`config.mk`:
```
export PLATFORM = sky130hd
export DESIGN_NAME = transmitter_flat
export DESIGN_NICKNAME = d
export VERILOG_FILES = /design/src/rtl/uart_pkg.sv /design/src/rtl/transmitter_if.sv /design/src/rtl/transmitter.sv /design/src/flat_wrapper.sv
export SDC_FILE = /design/constraint.sdc
export NUM_CORES = 1
export LEC_CHECK = 0
export ABC_AREA = 1
export CAP_MARGIN = 30
export CELL_PAD_IN_SITES_DETAIL_PLACEMENT = 0
export CELL_PAD_IN_SITES_GLOBAL_PLACEMENT = 1
export CORE_UTILIZATION = 35
export CTS_CLUSTER_DIAMETER = 60
export DETAILED_ROUTE_END_ITERATION = 7
export PLACE_DENSITY = 0.68
export RECOVER_POWER = 25
export SYNTH_ARGS = -nofsm -noshare
export SYNTH_HDL_FRONTEND = slang
export SYNTH_SLANG_ARGS = --single-unit
```
`constraint.sdc`:
```
create_clock -name clk -period 3.1 [get_ports clk]
set_clock_uncertainty 0.2 [all_clocks]
set_input_delay 0.31 -clock clk [delete_from_list [all_inputs] [get_ports clk]]
set_output_delay 0.31 -clock clk [all_outputs]
set_load 0.005 [all_outputs]
```
`src/rtl/uart_pkg.sv`:
```
// Shared UART definitions: frame defaults and the transmit/receive state encoding.
// The transmitter's optional parity stage is enabled with UART_TX_PARITY_EN.
package uart_pkg;

  localparam int UART_DBIT    = 8;
  localparam int UART_SB_TICK = 16;
  localparam int UART_OVS     = 16;

  typedef enum logic [2:0] {
    ST_IDLE   = 3'd0,
    ST_START  = 3'd1,
    ST_DATA   = 3'd2,
    ST_PARITY = 3'd3,
    ST_STOP   = 3'd4
  } uart_state_e;

endpackage

```
`src/rtl/transmitter_if.sv`:
```
// Byte handshake between a TX source (fifo / register block) and the transmitter.
// With UART_TX_PARITY_EN the parity_odd select travels with the handshake.
interface transmitter_if
  import uart_pkg::*;
#(
  parameter int DBIT = UART_DBIT
);
  logic            tx_start;
  logic [DBIT-1:0] tx_dataIn;
  logic            tx_busy;
  logic            tx_doneTick;
`ifdef UART_TX_PARITY_EN
  logic            parity_odd;

  modport master (output tx_start, tx_dataIn, parity_odd, input tx_busy, tx_doneTick);
  modport slave  (input tx_start, tx_dataIn, parity_odd, output tx_busy, tx_doneTick);
`else
  modport master (output tx_start, tx_dataIn, input tx_busy, tx_doneTick);
  modport slave  (input tx_start, tx_dataIn, output tx_busy, tx_doneTick);
`endif
endinterface

```
`src/rtl/transmitter.sv`:
```
// UART serial transmitter: start, DBIT data bits LSB first, optional parity, stop.
// Define UART_TX_PARITY_EN to insert the parity bit (even, or odd via parity_odd).
module transmitter
  import uart_pkg::*;
#(
  parameter int DBIT    = UART_DBIT,
  parameter int SB_TICK = UART_SB_TICK,
  parameter int OVS     = UART_OVS
) (
  input  logic         clk,
  input  logic         rst_n,
  input  logic         s_tick,
  transmitter_if.slave bus,
  output logic         tx
);

  localparam int CW = $clog2(SB_TICK) + 1;
  localparam logic [CW-1:0] OVS_LAST = CW'(OVS - 1);
  localparam logic [CW-1:0] SB_LAST  = CW'(SB_TICK - 1);
  localparam logic [2:0]    N_LAST   = 3'(DBIT - 1);

  uart_state_e     state_q, state_d;
  logic [CW-1:0]   s_cnt_q, s_cnt_d;
  logic [2:0]      n_cnt_q, n_cnt_d;
  logic [DBIT-1:0] b_q, b_d;
  logic            tx_q, tx_d;
  logic            busy_q, busy_d;
  logic            done_q, done_d;
`ifdef UART_TX_PARITY_EN
  logic            par_q, par_d;
  localparam uart_state_e AFTER_DATA = ST_PARITY;
`else
  localparam uart_state_e AFTER_DATA = ST_STOP;
`endif

  always_ff @(posedge clk) begin
    if (!rst_n) begin
      state_q <= ST_IDLE;
      s_cnt_q <= '0;
      n_cnt_q <= '0;
      b_q     <= '0;
      tx_q    <= 1'b1;
      busy_q  <= 1'b0;
      done_q  <= 1'b0;
`ifdef UART_TX_PARITY_EN
      par_q   <= 1'b0;
`endif
    end else begin
      state_q <= state_d;
      s_cnt_q <= s_cnt_d;
      n_cnt_q <= n_cnt_d;
      b_q     <= b_d;
      tx_q    <= tx_d;
      busy_q  <= busy_d;
      done_q  <= done_d;
`ifdef UART_TX_PARITY_EN
      par_q   <= par_d;
`endif
    end
  end

  always_comb begin
    state_d = state_q;
    s_cnt_d = s_cnt_q;
    n_cnt_d = n_cnt_q;
    b_d     = b_q;
    busy_d  = busy_q;
    done_d  = 1'b0;
    tx_d    = 1'b1;
`ifdef UART_TX_PARITY_EN
    par_d   = par_q;
`endif
    case (state_q)
      ST_IDLE: begin
        // Refuse a start during the doneTick cycle so frames get at least one idle-high clk.
        if (bus.tx_start && !done_q) begin
          b_d     = bus.tx_dataIn;
          s_cnt_d = '0;
          state_d = ST_START;
          busy_d  = 1'b1;
`ifdef UART_TX_PARITY_EN
          par_d   = ^bus.tx_dataIn;
`endif
        end
      end
      ST_START: begin
        tx_d = 1'b0;
        if (s_tick) begin
          if (s_cnt_q == OVS_LAST) begin
            s_cnt_d = '0;
            n_cnt_d = '0;
            state_d = ST_DATA;
          end else begin
            s_cnt_d = s_cnt_q + CW'(1);
          end
        end
      end
      ST_DATA: begin
        tx_d = b_q[0];
        if (s_tick) begin
          if (s_cnt_q == OVS_LAST) begin
            s_cnt_d = '0;
            b_d     = b_q >> 1;
            if (n_cnt_q == N_LAST) state_d = AFTER_DATA;
            else                   n_cnt_d = n_cnt_q + 3'd1;
          end else begin
            s_cnt_d = s_cnt_q + CW'(1);
          end
        end
      end
`ifdef UART_TX_PARITY_EN
      ST_PARITY: begin
        tx_d = par_q ^ bus.parity_odd;
        if (s_tick) begin
          if (s_cnt_q == OVS_LAST) begin
            s_cnt_d = '0;
            state_d = ST_STOP;
          end else begin
            s_cnt_d = s_cnt_q + CW'(1);
          end
        end
      end
`endif
      ST_STOP: begin
        if (s_tick) begin
          if (s_cnt_q == SB_LAST) begin
            s_cnt_d = '0;
            state_d = ST_IDLE;
            done_d  = 1'b1;
            busy_d  = 1'b0;
          end else begin
            s_cnt_d = s_cnt_q + CW'(1);
          end
        end
      end
      default: state_d = ST_IDLE;
    endcase
  end

  // tx is the flop output, so it trails the state register by one clk.
  assign tx              = tx_q;
  assign bus.tx_busy     = busy_q;
  assign bus.tx_doneTick = done_q;

endmodule

```
`src/flat_wrapper.sv`:
```
// flat-port wrapper written by rule: the top's interface ports become plain ports
module transmitter_flat import uart_pkg::*;
#(
  parameter int DBIT    = UART_DBIT,
  parameter int SB_TICK = UART_SB_TICK,
  parameter int OVS     = UART_OVS
)
  (clk, rst_n, s_tick, tx, bus_tx_start, bus_tx_dataIn, bus_tx_busy, bus_tx_doneTick);
  transmitter_if #(.DBIT(DBIT)) bus_i ();
  input  logic clk;
  input  logic rst_n;
  input  logic s_tick;
  output logic tx;
  input wire logic [$bits(bus_i.tx_start)-1:0] bus_tx_start;
  input wire logic [$bits(bus_i.tx_dataIn)-1:0] bus_tx_dataIn;
  output wire logic [$bits(bus_i.tx_busy)-1:0] bus_tx_busy;
  output wire logic [$bits(bus_i.tx_doneTick)-1:0] bus_tx_doneTick;
  assign bus_i.tx_start = bus_tx_start;
  assign bus_i.tx_dataIn = bus_tx_dataIn;
  assign bus_tx_busy = bus_i.tx_busy;
  assign bus_tx_doneTick = bus_i.tx_doneTick;
  transmitter #(.DBIT(DBIT), .SB_TICK(SB_TICK), .OVS(OVS)) u_core (.clk(clk), .rst_n(rst_n), .s_tick(s_tick), .bus(bus_i), .tx(tx));
endmodule
```
==> summary.txt <==
Worst setup path
  • Worst setup SP type: register
  • CP Data Required Time: 3.10 ns
  • Setup crit end kind: register
  • Critical-path maximum fanout: 16
  • Setup CP Type: reg2reg
  • CP Data Arrival Time: 2.30 ns

Global route
  • GRT Resource Usage Total: 15.22%
  • Vias in the first global route: 1156
  • GR Overflow Total: 0
  • First-pass GRT wire length: 4878 µm
  • Initial antenna violation count: 0
  • Largest net degree at the start of global routing: 20

CTS
  • # resized after CTS: 0
  • Clock Path Buffers: 2
  • Root Driver: clkbuf_8
  • CTS tree: yes
  • H-tree Lvls: 1
  • TritonCTS Buffers: 3
  • Post-CTS Setup Bufs: 0
  • Clk_lat worst skew: 0.26 ns
  • Clock sink count: 22
  • CTS clock-pin slew for the worst setup and hold paths: 0.08 ns
  • Hold-fix buffers at CTS: 0

Die
  • Die Area: 3944 µm²
  • IO Pins: 15
  • Core Footprint: 3442 µm²
  • Width of the chip: 62.80 µm
  • Row count: 21
  • Die Y: 62.80 µm
  • Starting Density: 37.59%

STA
  • Max-slew violations: 0
  • Min cycle time layout: 2.302 ns
  • Final setup vio count: 0
  • Hold Fails Final Rpt: 0
  • Final period util: 74.25%
  • RSZ-0062 raised after global routing: false
  • Hold WS: 0.2681 ns
  • Peak Freq: 434.4 MHz
  • Setup TNS: 0 ns
  • Worst Max-Slew Pin Slew: 0.7868 ns
  • Slew headroom: 47.40%

Yosys
  • Synthesized area: 1294 µm²
  • Synth Instances: 191
  • Syn_area_per_cell: 6.774 µm²
  • Flops & latches, synth: 22
  • Register area share after synthesis: 34.04%
  • Synth unique cells: 25
  • Post-Syn Nets: 206
  • Synthesis Warnings: 0

Final layout
  • Post-layout util: 43.55%
  • P&R area growth vs syn: 15.86%
  • FILL cells: 380
  • Reg area: 440.4 µm²
  • N_diodes: 0
  • Layout cells sized above 1: 13.24%
  • Nets@finish: 221
  • Area taken by multi-input logic gates: 749.5 µm²

Routing
  • Iter 0 DRT Violations: 53
  • Total number of vias: 1162
  • Final ANT Viol Nets: 0
  • Drt wl/cell: 10.40 µm
  • Vias per Instance: 4.648
  • Post-Route WL: 2599 µm
  • Drt drc: 0
  • First-pass iteration count of the detailed router: 4

Placement
  • GPL Wtd Cong: 0.8308
  • Hpwl dp: 1959 µm
  • I/O Buffers: 14

Min path
  • Hold Crit Class: reg2reg

Outcome
  • Status: finished, final reports clean

Pwr
  • LEAKAGE: 0.7055 nW
  • Pwr/cell area: 840.0 nW/µm²
  • VDD IR max: 252.8 µV

Run
  • Max Cap Viol: 0
-- power breakdown --
group          leakage (nW)  internal, mW  total [mW]  switching [mW]
Sequential            0.181         0.356       0.405          0.0490
Clock                0.0216        0.0868       0.180          0.0931
Combinational         0.503         0.246       0.674           0.427
-- metrics by stage --
stage / instances / cell area (µm²) / total power [mW] / setup slack (ns)
final: 250 / 1499 / 1.259 / 0.7982
after global routing: 250 / 1499 / 1.391 / 0.5977
after CTS: 250 / 1514 / 1.298 / 1.236
after detailed placement: 247 / 1473 / 1.113 / 1.161
after global placement: 247 / 1473 / 1.110 / 1.210
after floorplan: 191 / 1294 / 0.9735 / 1.505
-- critical path, stage by stage (launching register included) --
cell,delay (ns)
dfxtp_1,0.38
inv_2,0.11
nand3_1,0.56
inv_4,0.41
nand2_2,0.10
nand2_4,0.10
inv_2,0.04
nand2_2,0.13
o21ai_1,0.09
nor2_1,0.11
-- final timing paths --
| kind | start | to | slack [ns] | depth (start not counted) |
|---|---|---|---|---|
| setup / recovery | u_core.state_q[2] | u_core.b_q[6] | 0.80 | 9 |
| setup reg to reg | u_core.state_q[2] | u_core.b_q[6] | 0.80 | 9 |
| hold / removal | u_core.b_q[0] | u_core.tx | 0.27 | 2 |
| hold reg to reg | u_core.b_q[0] | u_core.tx | 0.27 | 2 |
-- cell usage after synthesis --
cell type	n	area, µm²
nand2_1	52	195.2
nor2_1	34	127.6
dfxtp_1	22	440.4
nand3_1	18	90.09
inv_1	13	48.80
o21ai_1	7	35.03
nand2_2	6	37.54
nor2_2	5	31.28
o21ai_0	5	25.02
inv_2	4	15.01
a21oi_1	3	15.01
buf_2	3	15.01
ha_1	3	37.54
nand2_4	2	22.52
nand3_4	2	35.03
nand4_1	2	12.51
nor2_8	2	40.04
a21oi_4	1	16.27
buf_1	1	3.750
inv_4	1	6.260
nand3_2	1	10.01
nor2_4	1	11.26
nor3_1	1	5.000
o21ai_2	1	8.760
xnor2_1	1	8.760
-- cells in the final DEF, fill, tap and decap left out --
cell type and n:
a21oi_1 3, a21oi_4 1, clkbuf_8 3, clkdlybuf4s50_1 10, dfxtp_1 22, dlygate4sd3_1 4, ha_1 3, inv_1 13
inv_2 4, inv_4 1, nand2_1 53, nand2_2 5, nand2_4 2, nand3_1 19, nand3_2 1, nand3_4 1
nand4_1 2, nor2_1 34, nor2_2 5, nor2_4 1, nor2_8 2, nor3_1 1, o21ai_0 5, o21ai_1 7
o21ai_2 1, xnor2_1 1
-- metal layers --
layer  track usage [%]  vias up  routed length [µm]
met2             26.90       14                1234
met3             2.737        4                  63
met4             4.360        0                  29
met5                 0        -                   0
met1             18.65      517                1271
li1                  -      627                   -
-- cell type report --
cell class / count / area share [%]
Clock buffer: 3 / 2.755
Inverter: 18 / 4.674
Multi-Input combinational cell: 147 / 50.00
Sequential cell: 22 / 29.38
Tap cell: 46 / 3.840
Timing Repair Buffer: 14 / 9.349
-- state kept, by name, indices dropped and copies added (netlist names) --
signal and count:
u_core.bus.tx_doneTick 1, u_core.s_cnt_q 5, u_core.tx 1, u_core.bus.tx_busy 1, u_core.b_q 8, u_core.n_cnt_q 3, u_core.state_q 3
-- cell families after synthesis --
| family | synth area share [%] |
|---|---|
| fa+ha+maj | 2.902 |
| buf+inv | 6.866 |
| simple gates | 47.78 |
| xor+xnor | 0.6771 |
| compound gates | 7.736 |
| flops | 34.04 |
Note: power is estimated with default switching activity, not from simulation.
